$ cat src/rtl/demux_distributor_1x4_if.sv
// Bundle of the 1-to-4 distributor's upstream, downstream and status signals.
// master = the environment driving the distributor; slave = the distributor itself.
interface demux_distributor_1x4_if #(
    parameter int WIDTH = 8
);
    logic [WIDTH-1:0]   in_data;
    logic               in_valid;
    logic               in_ready;
    logic               mode;
    logic [1:0]         in_sel;
    logic [4*WIDTH-1:0] out_data;
    logic [3:0]         out_valid;
    logic [3:0]         out_ready;
    logic [1:0]         rr_ptr;
    logic [15:0]        xfer_cnt;

    modport master (
        output in_data,
        output in_valid,
        output mode,
        output in_sel,
        output out_ready,
        input  in_ready,
        input  out_data,
        input  out_valid,
        input  rr_ptr,
        input  xfer_cnt
    );

    modport slave (
        input  in_data,
        input  in_valid,
        input  mode,
        input  in_sel,
        input  out_ready,
        output in_ready,
        output out_data,
        output out_valid,
        output rr_ptr,
        output xfer_cnt
    );
endinterface

$ cat src/rtl/demux_distributor_1x4.sv
// One-input, four-output distributor with a one-word register per channel.
// Target channel comes from a round-robin pointer (mode=0) or from in_sel (mode=1).
module demux_distributor_1x4 #(
    parameter int WIDTH = 8
) (
    input  logic                    clk,
    input  logic                    rst_n,
    demux_distributor_1x4_if.slave  bus
);

    logic [1:0]  tgt;
    logic        xfer;
    logic [3:0]  valid_reg;
    logic [3:0]  load;
    logic [3:0]  drain;
    logic [1:0]  rr_ptr_reg;
    logic [1:0]  rr_ptr_next;
    logic [15:0] xfer_cnt_reg;
    logic [15:0] xfer_cnt_next;

    // Readiness looks only at the target slot, so a full channel with its
    // consumer active still takes a new word in the same cycle it drains.
    assign tgt          = bus.mode ? bus.in_sel : rr_ptr_reg;
    assign bus.in_ready = ~valid_reg[tgt] | bus.out_ready[tgt];
    assign xfer         = bus.in_valid & bus.in_ready;

    generate
        for (genvar gi = 0; gi < 4; gi++) begin : g_chan
            logic [WIDTH-1:0] data_reg;
            logic             vld_reg;

            assign load[gi]  = xfer & (tgt == 2'(gi));
            assign drain[gi] = vld_reg & bus.out_ready[gi];

            // Load wins over drain so a simultaneous replace keeps the slot full.
            always_ff @(posedge clk or negedge rst_n) begin
                if (!rst_n) begin
                    data_reg <= '0;
                    vld_reg  <= 1'b0;
                end else if (load[gi]) begin
                    data_reg <= bus.in_data;
                    vld_reg  <= 1'b1;
                end else if (drain[gi]) begin
                    vld_reg  <= 1'b0;
                end
            end

            assign valid_reg[gi]                     = vld_reg;
            assign bus.out_data[gi*WIDTH +: WIDTH]   = data_reg;
        end
    endgenerate

    // The pointer only moves on an accepted round-robin word, so a stalled
    // channel is retried rather than skipped, and addressed traffic leaves it alone.
    always_comb begin
        rr_ptr_next = rr_ptr_reg;
        if (xfer && !bus.mode) begin
            rr_ptr_next = rr_ptr_reg + 2'd1;
        end
    end

    always_comb begin
        xfer_cnt_next = xfer_cnt_reg;
        if (xfer) begin
            xfer_cnt_next = xfer_cnt_reg + 16'd1;
        end
    end

    always_ff @(posedge clk or negedge rst_n) begin
        if (!rst_n) begin
            rr_ptr_reg   <= 2'd0;
            xfer_cnt_reg <= 16'd0;
        end else begin
            rr_ptr_reg   <= rr_ptr_next;
            xfer_cnt_reg <= xfer_cnt_next;
        end
    end

    assign bus.out_valid = valid_reg;
    assign bus.rr_ptr    = rr_ptr_reg;
    assign bus.xfer_cnt  = xfer_cnt_reg;

endmodule

$ cat src/flat_wrapper.sv
// flat-port wrapper written by rule: the top's interface ports become plain ports
module demux_distributor_1x4_flat 
#(
    parameter int WIDTH = 8
)
  (clk, rst_n, bus_in_data, bus_in_valid, bus_mode, bus_in_sel, bus_out_ready, bus_in_ready, bus_out_data, bus_out_valid, bus_rr_ptr, bus_xfer_cnt);
  demux_distributor_1x4_if #(.WIDTH(WIDTH)) bus_i ();
  input  logic clk;
  input  logic rst_n;
  input wire logic [$bits(bus_i.in_data)-1:0] bus_in_data;
  input wire logic [$bits(bus_i.in_valid)-1:0] bus_in_valid;
  input wire logic [$bits(bus_i.mode)-1:0] bus_mode;
  input wire logic [$bits(bus_i.in_sel)-1:0] bus_in_sel;
  input wire logic [$bits(bus_i.out_ready)-1:0] bus_out_ready;
  output wire logic [$bits(bus_i.in_ready)-1:0] bus_in_ready;
  output wire logic [$bits(bus_i.out_data)-1:0] bus_out_data;
  output wire logic [$bits(bus_i.out_valid)-1:0] bus_out_valid;
  output wire logic [$bits(bus_i.rr_ptr)-1:0] bus_rr_ptr;
  output wire logic [$bits(bus_i.xfer_cnt)-1:0] bus_xfer_cnt;
  assign bus_i.in_data = bus_in_data;
  assign bus_i.in_valid = bus_in_valid;
  assign bus_i.mode = bus_mode;
  assign bus_i.in_sel = bus_in_sel;
  assign bus_i.out_ready = bus_out_ready;
  assign bus_in_ready = bus_i.in_ready;
  assign bus_out_data = bus_i.out_data;
  assign bus_out_valid = bus_i.out_valid;
  assign bus_rr_ptr = bus_i.rr_ptr;
  assign bus_xfer_cnt = bus_i.xfer_cnt;
  demux_distributor_1x4 #(.WIDTH(WIDTH)) u_core (.clk(clk), .rst_n(rst_n), .bus(bus_i));
endmodule
$ cat config.mk
export PLATFORM = sky130hd
export DESIGN_NAME = demux_distributor_1x4_flat
export DESIGN_NICKNAME = d
export VERILOG_FILES = /design/src/rtl/demux_distributor_1x4_if.sv /design/src/rtl/demux_distributor_1x4.sv /design/src/flat_wrapper.sv
export SDC_FILE = /design/constraint.sdc
export NUM_CORES = 1
export LEC_CHECK = 0
export ABC_AREA = 1
export CAP_MARGIN = 20
export CORE_MARGIN = 1
export CORE_UTILIZATION = 45
export CTS_CLUSTER_SIZE = 40
export DETAILED_ROUTE_END_ITERATION = 12
export GPL_ROUTABILITY_DRIVEN = 1
export PLACE_DENSITY = 0.83
export SLEW_MARGIN = 20
export SYNTH_ARGS = -nofsm -noshare
export SYNTH_HDL_FRONTEND = slang
export SYNTH_SLANG_ARGS = --single-unit
$ cat constraint.sdc
create_clock -name clk -period 2.2 [get_ports clk]
set_clock_uncertainty 0.1 [all_clocks]
set_input_delay 0.44 -clock clk [delete_from_list [all_inputs] [get_ports clk]]
set_output_delay 0.44 -clock clk [all_outputs]
set_load 0.05 [all_outputs]
* After elaboration in Yosys (flattened, before gate mapping)
Cells that the tools add are included.
** Operators by class
- Reductions and logical operators :: 7
- $add $sub $neg :: 2
- Equal/unequal tests :: 3
- Bitwise logic cells :: 11
- $lt $le $gt $ge :: 1
- Multiplexer cells :: 13
** Operator list (number)
- $add 16x1->16 const B :: 1
- $mux 1 :: 10
- $and 1x1->1 :: 9
- $reduce_bool 2->1 :: 4
- $bmux 1 s2 :: 2
- $eq 2x2->1 const B :: 2
- $lt 2x3->1 const B :: 1
- $add 2x1->2 const B :: 1
- $eq 2x1->1 const B :: 1
- $logic_not 2->1 :: 1
- $mux 2 :: 1
- $logic_and 1x1->1 :: 1
- $logic_not 1->1 :: 1
- $not 1->1 :: 1
- $or 1x1->1 :: 1
** Word-level totals
- Flip-flop bits (word level) :: 54
- Output and inout bits :: 55
- Input bits :: 18

* Depth between registers and ports, before layout
Gate-level depths: netlist of run 1.
- Depth in word-level cells :: 8
- Depth in mapped cells :: 13
- Depth with buffers taken out :: 12

* Worst setup path before layout of run 1
Ideal clock, no wire load.
- Kind :: register to output
- From :: register u_core.rr_ptr_reg[1] (netlist: u_core.bus.rr_ptr[1])
- To :: output port bus_in_ready
- Buffers on the path :: 1
- Arrival time :: 1593 ps
- Slack :: 67 ps
- Cell stages (with the launch flop) :: 8
- Required time :: 1660 ps
- Cell sequence :: dfrtp_1 inv_1 o21ai_2 inv_1 nand2_1 nand2_2 nand2_4 buf_4
** Between the ends
- Word-level cells in the longest chain between the ends :: 5
- Elaborated cells on any way between the ends :: 7
** Ends and longest elaborated chain
- from (decl) :: line demux_distributor_1x4.sv:16 : logic [1:0] rr_ptr_reg;
- from (signal assigned) :: line demux_distributor_1x4.sv:74 : rr_ptr_reg <= rr_ptr_next;
- $mux 2 (*) :: line demux_distributor_1x4.sv:23 : assign tgt = bus.mode ? bus.in_sel : rr_ptr_reg;
- $bmux 1 s2 :: line demux_distributor_1x4.sv:24 : assign bus.in_ready = ~valid_reg[tgt] | bus.out_ready[tgt];
- $mux 1 (implied by the code) :: line demux_distributor_1x4.sv:24
- $not 1->1 :: line demux_distributor_1x4.sv:24
- $or 1x1->1 (*) :: line demux_distributor_1x4.sv:24
- to (decl) :: line flat_wrapper.sv:15 : output wire logic [$bits(bus_i.in_ready)-1:0] bus_in_ready;
Mark *: on every way between the ends. The rest lies on a longest branch, timed or not. The select of a mux whose other input is x is not followed.

* Final worst setup path of run 1
- From :: input port bus_in_sel[1]
- To :: output port bus_in_ready
** Between the ends
- Word-level cells in the longest chain between the ends :: 5
- Elaborated cells on any way between the ends :: 7
** Ends and longest elaborated chain
- from (decl) :: line flat_wrapper.sv:13 : input wire logic [$bits(bus_i.in_sel)-1:0] bus_in_sel;
- $mux 2 (*) :: line demux_distributor_1x4.sv:23
- $bmux 1 s2 :: line demux_distributor_1x4.sv:24
- $mux 1 (implied by the code) :: line demux_distributor_1x4.sv:24
- $not 1->1 :: line demux_distributor_1x4.sv:24
- $or 1x1->1 (*) :: line demux_distributor_1x4.sv:24
Marks and branches as above.

==> summary.md, run 1 <==
| Metric | Value |
|---|---|
| Max clock buf depth | `2` |
| Register area | `between 1000 and 1500 um2` |
| IO Count | `73` |
| Highest metal used | `met4` |
| Post-synth net total | `roughly 340` |
| Antenna violations before repair | `0` |
| Nets | `about 420` |
| Worst Max-Slew Pin Slew | `545 ps` |
| Met3 wire length | `around 440 um` |
| ANT nets after route | `0` |
| DIE AREA | `approximately 6300 um2` |
| Filler Cell Count | `460` |
| Most frequent cells in the layout | `126 x nand2_1, 62 x clkdlybuf4s50_1, 54 x dfrtp_1` |
| Total core area | `~5600 um2` |
| Crit start category | `primary input` |
| F_max | `roughly 470 MHz` |
| Metal-1 WL | `roughly 2900 um` |
| Slew HR | `a little under two thirds` |
| Final worst path period need | `2140 ps` |
| Multi-input logic area | `~1200 um2` |
| CP max FO | `4` |
| Sink Count | `54` |
| Hold WC Path Type | `in2async` |
| Synthesized area | `2700 um2` |
| Die height | `roughly 79 um` |
| Top FF cell, synth | `dfrtp_1` |
| Run status | `finished clean` |
| VDD IR max | `between 0.9 and 1 mV` |
| Pre-antenna DRT Iters | `5` |
| Post-CTS Hold Buffers | `0` |
| H-tree depth | `2` |
| Crit Path Category | `in2out` |
| Die W | `79.5 um` |
| Hold Vio Cnt, Final | `0` |
| DRC Markers | `0` |
| Number of setup violations in the final report | `0` |
| Post-synth ARST share | `between 90% and 100%` |
| Port Buf Inserts | `72` |
| Worst hold slack | `a little over 3 ps` |
| Leak | `approximately 1.8 nW` |
| Fraction of layout cells with a size suffix above 1 | `a little over a tenth` |
| Total grt overflow | `0` |
| CTS root buf | `clkbuf_8` |
| Critical path required time | `between 1500 and 2000 ps` |
| Post-Syn Instances | `325` |
| Post-DP HPWL | `a little under 5000 um` |
| Final worst path period share | `between 90% and 100%` |
| Leading cell type in the layout, fill and taps excluded | `nand2_1` |
| Reg clk slew, reported paths | `around 100 ps` |
| Setup_tns | `0 ps` |
| Syn-to-layout area delta | `35.4%` |
| Met2 wire len | `~3300 um` |
| Initial detailed-routing violation count | `about 150` |
| Clock latency at the later pin of the worst-skew pair | `just over 300 ps` |
| PnR Total Power | `about 5.4 mW` |
| Post-DP Area | `about 3500 um2` |
| CTS tree | `yes` |
| Pwr Density | `approximately 1500 nW/um2` |
| DR vias/cell | `roughly 5.3` |
| Count of pins over their slew limit | `0` |
| Vias in the first global route | `2306` |
| Routed WL | `roughly 6800 um` |
| N_diodes | `0` |
| RSZ-0062 raised after global routing | `no` |
| Global Route Usage Sum | `22.6%` |
| Total CTS buffers | `5` |
| Via count | `roughly 2500` |
| Synth Warn # | `0` |
| Max cap viols | `0` |
| Initial Util | `between 40% and 50%` |
| Seq cells post-synth | `between 50 and 60` |
| Synth unique cells | `25` |
| RePlAce Congestion | `0.934` |
| # rows | `27` |
| First-pass GRT wire length | `11000 um` |
| Final Instance Area | `roughly 3700 um2` |
| Critical path endpoint category | `output pin` |
| Largest register FFs | `32` |
| WL/cell | `roughly 14 um` |
| Number of synthesized flops with an enable pin | `0` |
| Pin count of the biggest net entering global routing | `55` |
| CP Data Arrival Time | `around 1600 ps` |
| Synthesized area per cell | `between 8 and 9 um2` |
| Seq/Total Area, Yosys | `between 50% and 60%` |
==> cells in the mapped netlist, types with 4 or more instances <==
cell	instances	area (um2)
nand4_1	35	219
nor3_1	4	20.0
inv_1	14	52.6
buf_4	9	67.6
nand2_4	4	45.0
nand2_1	126	473
nor2_1	11	41.3
o21ai_0	7	35.0
xnor2_1	7	61.3
nand3_1	24	120
dfrtp_1	54	1350
xor2_1	7	61.3
==> cell families (layout without fill, tap and decap cells) <==
kind of cell	Yosys count	count (layout)	share of synthesized area (%)
flops	54	54	50.0
simple gates	213	213	36.9
buf+inv	34	114	6.25
xor+xnor	14	14	4.54
compound gates	9	9	1.81
fa+ha+maj	1	1	0.463
==> routing by layer <==
layer	track usage [%]	vias to the layer above
met5	0	-
met4	8.36	0
met3	4.34	14
met2	36.2	100
met1	30.2	1175
li1	-	1218
==> power breakdown <==
group | total, mW | switching, mW | internal (mW)
registers | 1.68 | 0.317 | 1.37
logic | 3.08 | 2.08 | 0.995
clock network | 0.589 | 0.329 | 0.260
total | 5.35 | 2.73 | 2.62
==> worst max-delay path, stage by stage <==
cell and delay (ps):
clkdlybuf4s50_1 460, nand2_1 70, o21ai_2 110, inv_2 80, nand2_1 70, nand2_1 70, inv_2 100, nand2_8 60
buf_12 140
==> through the flow <==
stage / util (%) / std cells / setup slack, ps
2_1_floorplan: - / 325 / 66.9
3_3_place_gp: 62.7 / 468 / -110
3_5_place_dp: 62.7 / 468 / -242
4_1_cts: 64.7 / 477 / 9.61
5_1_grt: 64.8 / 477 / 16.0
6_report: 64.8 / 477 / 62.2
==> cell type report <==
class	count	share of cell area (%)
inverters	18	1.85
clock inverters	2	0.445
multi-input cells	237	32.6
well taps	72	2.46
repair buffers	88	23.5
flip-flops and latches	54	36.9
clock buffers	6	2.26
==> path summary, 6_finish.rpt <==
kind / slack [ps] / start / cells after the start / endpoint
hold reg to reg: 380 / u_core.g_chan[3].data_reg[0]$_DFFE_PN0P_ / 2 / u_core.g_chan[3].data_reg[0]$_DFFE_PN0P_
max in group asynchronous: 1760 / rst_n / 2 / u_core.bus.xfer_cnt[11]$_DFFE_PN0P_
setup / recovery: 60 / bus_in_sel[1] / 9 / bus_in_ready
setup reg to reg: 210 / u_core.bus.rr_ptr[0]$_DFFE_PN0P_ / 13 / u_core.g_chan[1].data_reg[1]$_DFFE_PN0P_
min in group clk: 380 / u_core.g_chan[3].data_reg[0]$_DFFE_PN0P_ / 2 / u_core.g_chan[3].data_reg[0]$_DFFE_PN0P_
hold / removal: 3 / rst_n / 2 / u_core.bus.xfer_cnt[3]$_DFFE_PN0P_
==> timing repair <==
action / 4_1_cts / 5_1_grt
resized for setup: 4 / 5
gates cloned: 0 / 0
pin swaps: 3 / 0
buffers inserted: 1 / 0
endpoints found under the setup margin: 2 / 5
Power figures use the tool's default switching activity.
==> run 2: changes to the inputs <==
--- a/config.mk
+++ b/config.mk
@@ -12,6 +12,7 @@
 export CTS_CLUSTER_SIZE = 40
 export DETAILED_ROUTE_END_ITERATION = 12
 export GPL_ROUTABILITY_DRIVEN = 1
+export HOLD_SLACK_MARGIN = 0.05
 export PLACE_DENSITY = 0.83
 export SLEW_MARGIN = 20
 export SYNTH_ARGS = -nofsm -noshare
==> run 2 against run 1 <==
Net effect:
- first-iteration DRC count shrank 17%
- count of clock-buffer cells in the layout is the same
- highest routed layer unchanged
- combinational power is essentially flat
- via count grew 0.28%
- critical path depth is the same
==> summary.md, run 2 (synthesis gave the netlist of run 1 again) <==
| Metric | Value |
|---|---|
| Fraction of layout cells with a size suffix above 1 | `10.6% (-0.026 points)` |
| Met2 wire len | `3220 um (-2.1%)` |
| Min-Delay Path Depth | `2` |
| Antenna violations before repair | `0 (unchanged)` |
| Critical path endpoint category | `output pin` |
| Pin count of the biggest net entering global routing | `55 (unchanged)` |
| R2r setup slk | `210 ps (about the same)` |
| DRC Markers | `0 (unchanged)` |
| Final Instance Area | `3670 um2 (+0.27%)` |
| WL/cell | `14.2 um (+0.13%)` |
| ANT nets after route | `0 (unchanged)` |
| Number of setup violations in the final report | `0 (unchanged)` |
| RePlAce Congestion | `0.934 (unchanged)` |
| Post-DP HPWL | `4950 um (unchanged)` |
| Hold WC Path Type | `reg2reg` |
| Critical R2R Capture | `u_core.g_chan[1].data_reg[1]$_DFFE_PN0P_` |
| Global Route Usage Sum | `22.6% (unchanged)` |
| Pwr Density | `1460 nW/um2 (-0.24%)` |
| Routed WL | `6790 um (+0.34%)` |
| Final worst path period need | `2140 ps (+1.41 ps)` |
| Worst Max-Slew Pin Slew | `542 ps (-2.98 ps)` |
| Hold Vio Cnt, Final | `0 (unchanged)` |
| IO Count | `73 (unchanged)` |
| VDD IR max | `0.952 mV (-0.28%)` |
| RSZ-0062 raised after global routing | `no` |
| Port Buf Inserts | `72 (unchanged)` |
| Critical path required time | `1660 ps (about the same)` |
| Hold Crit Endpoint | `u_core.g_chan[3].data_reg[0]$_DFFE_PN0P_` |
| Nets | `424 (+0.24%)` |
| Largest register FFs | `32 (unchanged)` |
| Post-DP Area | `3540 um2 (unchanged)` |
| Initial Util | `47.9% (unchanged)` |
| Setup_tns | `0 ps (unchanged)` |
| Crit Path Category | `in2out` |
| Reg2reg path depth | `13 (unchanged)` |
| N_diodes | `0 (unchanged)` |
| Die height | `79.5 um (unchanged)` |
| Sink Count | `54 (unchanged)` |
| Met3 wire length | `521 um (+18%)` |
| Max cap viols | `0 (unchanged)` |
| Reg clk slew, reported paths | `90 ps (about the same)` |
| CTS root buf | `clkbuf_8` |
| Post-Place Cells | `468 (unchanged)` |
| RR Startpoint | `u_core.bus.rr_ptr[0]$_DFFE_PN0P_` |
| Count of pins over their slew limit | `0 (unchanged)` |
| First-pass GRT wire length | `11000 um (unchanged)` |
| Via count | `2514 (+0.28%)` |
| Crit start category | `primary input` |
| Initial detailed-routing violation count | `123 (-17%)` |
| Die W | `79.5 um (unchanged)` |
| Highest metal used | `met4` |
| Total CTS buffers | `5 (unchanged)` |
| # rows | `27 (unchanged)` |
| Leak | `1.78 nW (+0.24%)` |
| Fin cells | `478 (+0.21%)` |
| Clock latency at the later pin of the worst-skew pair | `300 ps (about the same)` |
| CTS tree | `yes` |
| CP Data Arrival Time | `1600 ps (about the same)` |
| Leading cell type in the layout, fill and taps excluded | `nand2_1` |
| F_max | `467 MHz (about the same)` |
| DIE AREA | `6320 um2 (unchanged)` |
| Run status | `finished clean` |
| Most frequent cells in the layout | `126 x nand2_1, 62 x clkdlybuf4s50_1, 54 x dfrtp_1` |
| Total core area | `5640 um2 (unchanged)` |
| Final worst path period share | `97.2% (about the same)` |
| Total grt overflow | `0 (unchanged)` |
| Vias in the first global route | `2306 (unchanged)` |
| Hold_sp | `u_core.g_chan[3].data_reg[0]$_DFFE_PN0P_` |
| Syn-to-layout area delta | `35.7%` |
| CP max FO | `4 (unchanged)` |
| Metal-1 WL | `2900 um (+0.97%)` |
| PnR Total Power | `5.35 mW (about the same)` |
| Max clock buf depth | `2 (unchanged)` |
| DR vias/cell | `5.26 (about the same)` |
| Pre-antenna DRT Iters | `5 (unchanged)` |
| H-tree depth | `2 (unchanged)` |
| Slew HR | `63.7% (+0.20 points)` |
==> run 2: cell count changes in the layout (fill, tap and decap cells not counted) <==
cell	change
dlygate4sd3_1	+1
==> run 2: worst max-delay path by stage <==
stage                                       start                                  endpoint  slack (ps)
4_1_cts          u_core.bus.rr_ptr[0]$_DFFE_PN0P_                             bus_rr_ptr[0]          10
3_5_place_dp                             bus_mode  u_core.g_chan[1].data_reg[4]$_DFFE_PN0P_        -240
6_report                            bus_in_sel[1]                              bus_in_ready          60
3_3_place_gp                             bus_mode                              bus_in_ready        -110
2_1_floorplan    u_core.bus.rr_ptr[1]$_DFFE_PN0P_                              bus_in_ready          70
5_1_grt        u_core.bus.xfer_cnt[6]$_DFFE_PN0P_                           bus_xfer_cnt[6]          20
==> run 2: metrics by stage <==
stage | hold WS, ps | util, % | worst slack [ps]
4_1_cts | 386 | 64.8 | 9.61
3_5_place_dp | 357 | 62.7 | -242
6_report | 381 | 65.0 | 60.8
5_1_grt | 407 | 65.0 | 16.0
3_3_place_gp | 354 | 62.7 | -110
2_1_floorplan | 44.4 | - | 66.9
==> run 2: per-layer routing <==
metal,global-route usage (%),vias up
li1,-,1220
met3,4.34,14
met4,8.36,0
met2,36.2,119
met1,30.2,1161
met5,0,-
==> run 2: worst max-delay path, cell delays in order <==
cell	delay, ps
clkdlybuf4s50_1	460
nand2_1	70
o21ai_2	110
inv_2	80
nand2_1	70
nand2_1	70
inv_2	100
nand2_8	60
buf_12	140
==> run 2: area by class of cell <==
class / count / area [um2]
clock buffer: 6 / 82.6
clock inverter: 2 / 16.3
fill: 459 / 1970
inverter: 18 / 67.6
multi-input combinational: 237 / 1190
sequential: 54 / 1350
tap: 72 / 90.1
timing repair buffer: 89 / 870
==> run 2: timing repair <==
| item | CTS | global route |
|---|---|---|
| hold buffers | 1 | 0 |
| buffers inserted | 1 | 0 |
| pin swaps | 3 | 0 |
| resized for setup | 4 | 5 |
| endpoints found under the hold margin | 54 | 0 |
| setup endpoints to repair | 2 | 5 |
==> run 2: power breakdown <==
group | internal (mW) | switching (mW) | leakage, nW
clock network | 0.260 | 0.328 | 0.0478
registers | 1.37 | 0.318 | 0.692
logic | 0.996 | 2.08 | 1.04
==> run 3: changes to the inputs <==
--- a/config.mk
+++ b/config.mk
@@ -11,7 +11,7 @@
 export CORE_UTILIZATION = 45
 export CTS_CLUSTER_SIZE = 40
 export DETAILED_ROUTE_END_ITERATION = 12
-export GPL_ROUTABILITY_DRIVEN = 1
+export GPL_ROUTABILITY_DRIVEN = 0
 export HOLD_SLACK_MARGIN = 0.05
 export PLACE_DENSITY = 0.83
 export SLEW_MARGIN = 20
==> run 3 against run 2 <==
Net effect:
- via count rose by 0.84%
- largest power group unchanged
- combinational power is essentially flat
- sequential power is essentially flat
- highest routed layer unchanged
- sequential share of layout area is 0.33 points lower
==> summary.md, run 3 (synthesis gave the netlist of run 1 again) <==
| Metric | Value |
|---|---|
| First-pass GRT wire length | `11400 um (+2.9%)` |
| Die W | `79.5 um (unchanged)` |
| Via count | `2535 (+0.84%)` |
| Port Buf Inserts | `72 (unchanged)` |
| Total grt overflow | `0 (unchanged)` |
| Total core area | `5640 um2 (unchanged)` |
| Die height | `79.5 um (unchanged)` |
| Pin count of the biggest net entering global routing | `35 (-36%)` |
| Clock latency at the later pin of the worst-skew pair | `310 ps (about the same)` |
| Leading cell type in the layout, fill and taps excluded | `nand2_1` |
| VDD IR max | `0.901 mV (-5.4%)` |
| Count of pins over their slew limit | `0 (unchanged)` |
| Final worst path period need | `2130 ps (-5.91 ps)` |
| Post-DP Area | `3540 um2 (+0.21%)` |
| Global Route Usage Sum | `23.3% (+0.72 points)` |
| Final Instance Area | `3700 um2 (+0.99%)` |
| Fraction of layout cells with a size suffix above 1 | `11.3% (+0.68 points)` |
| Initial Util | `47.9% (unchanged)` |
| DRC Markers | `0 (unchanged)` |
| ANT nets after route | `0 (unchanged)` |
| CTS tree | `yes` |
| Most frequent cells in the layout | `126 x nand2_1, 63 x clkdlybuf4s50_1, 53 x dfrtp_1` |
| Hold WC Path Type | `reg2reg` |
| Number of setup violations in the final report | `0 (unchanged)` |
| Reg clk slew, reported paths | `110 ps (+20 ps)` |
| Final worst path period share | `97.0% (-0.27 points)` |
| Pwr Density | `1480 nW/um2 (+1.3%)` |
| Hold Vio Cnt, Final | `0 (unchanged)` |
| F_max | `469 MHz (+0.28%)` |
| Initial detailed-routing violation count | `137 (+11%)` |
| Vias in the first global route | `2419 (+4.9%)` |
| Max clock buf depth | `2 (unchanged)` |
| Setup_tns | `0 ps (unchanged)` |
| Sink Count | `54 (unchanged)` |
| Leak | `1.79 nW (+0.55%)` |
| Critical path endpoint category | `output pin` |
| Critical path required time | `1660 ps (about the same)` |
| Run status | `finished clean` |
| Worst Max-Slew Pin Slew | `535 ps (-7.22 ps)` |
| CTS root buf | `clkbuf_8` |
| DR vias/cell | `5.28 (+0.42%)` |
| Total CTS buffers | `5 (unchanged)` |
| CP Data Arrival Time | `1590 ps (about the same)` |
| N_diodes | `0 (unchanged)` |
| CP cell instances | `clkdlybuf4s50_1` |
| Syn-to-layout area delta | `37.1%` |
| Crit start category | `flip-flop` |
| CP bufs+invs | `1 (-3)` |
| Routed WL | `6980 um (+2.7%)` |
| # rows | `27 (unchanged)` |
| Post-DP HPWL | `5020 um (+1.3%)` |
| Top delay family on crit path | `buffers and inverters` |
| Antenna violations before repair | `0 (unchanged)` |
| Largest register FFs | `32 (unchanged)` |
| Pre-antenna DRT Iters | `4 (-1)` |
| DIE AREA | `6320 um2 (unchanged)` |
| Crit-path slowest cell | `clkdlybuf4s50_1` |
| CP max stage delay | `830 ps (+370 ps)` |
| Nets | `426 (+0.47%)` |
| Crit Path Category | `reg2out` |
| WL/cell | `14.5 um (+2.3%)` |
| Max cap viols | `0 (unchanged)` |
| IO Count | `73 (unchanged)` |
| H-tree depth | `2 (unchanged)` |
| Slew HR | `64.2% (+0.48 points)` |
| CP max FO | `5 (+1)` |
[run 3: worst paths after layout]
check | from | end | slack [ps] | cells past startpoint
min reg2reg | u_core.g_chan[2].data_reg[3]$_DFFE_PN0P_ | u_core.g_chan[2].data_reg[3]$_DFFE_PN0P_ | 380 | 2
max reg2reg | u_core.bus.rr_ptr[1]$_DFFE_PN0P_ | u_core.bus.xfer_cnt[7]$_DFFE_PN0P_ | 230 | 12
max | u_core.bus.xfer_cnt[11]$_DFFE_PN0P_ | bus_xfer_cnt[11] | 70 | 1
min | u_core.g_chan[2].data_reg[3]$_DFFE_PN0P_ | u_core.g_chan[2].data_reg[3]$_DFFE_PN0P_ | 380 | 2
min in group asynchronous | rst_n | u_core.bus.xfer_cnt[4]$_DFFE_PN0P_ | 520 | 2
max in group asynchronous | rst_n | u_core.bus.xfer_cnt[10]$_DFFE_PN0P_ | 910 | 3
[run 3: metal layers]
layer	up-vias	GRT usage, %	routed length [um]	part of all wire, %
li1	1229	-	-	-
met1	1194	30.9	3060	44
met2	104	37.6	3350	48
met3	8	5.37	481	6.9
met4	0	7.45	87	1.2
met5	-	0	0	0
[run 3: through the flow]
stage	utilization, %	setup WS [ps]	cells	power [mW]	hold slack, ps
after CTS	65.3	5.84	479	5.49	385
after global placement	62.8	-130	469	4.71	328
after global routing	65.7	-3.78	480	5.75	409
after detailed placement	62.8	-224	469	4.76	339
final	65.7	66.7	480	5.47	381
after floorplan	-	66.9	325	3.69	44.4
[run 3: where the power goes]
group          switching, mW  leakage (nW)  internal, mW
sequential             0.318         0.691          1.37
clock                  0.347        0.0563         0.347
combinational           2.09          1.04          1.01
[run 3: cell type report]
type                            count  area (um2)
Fill cell                         476        1940
Sequential cell                    54        1350
Multi-Input combinational cell    237        1190
Timing Repair Buffer               91         886
Tap cell                           72        90.1
Clock buffer                        5        68.8
Inverter                           18        67.6
Clock inverter                      3        48.8
[run 3: worst register-to-register path, cell delays in order, from the launching register on]
cell     delay, ps
dfrtp_1        430
inv_1           70
o21ai_2        210
inv_2           70
nand2_1         70
nand2_1         60
inv_2          100
nand2_8         70
buf_4          200
buf_4          160
buf_4          160
nand3_1         90
nand2_1         60
[run 3: repair_timing]
action,4_1_cts,5_1_grt
gates cloned,0,0
setup endpoints to repair,2,8
hold endpoints to repair,20,0
hold buffers,1,0
setup buffers,1,1
gates resized for setup,3,6
pin swaps,2,2
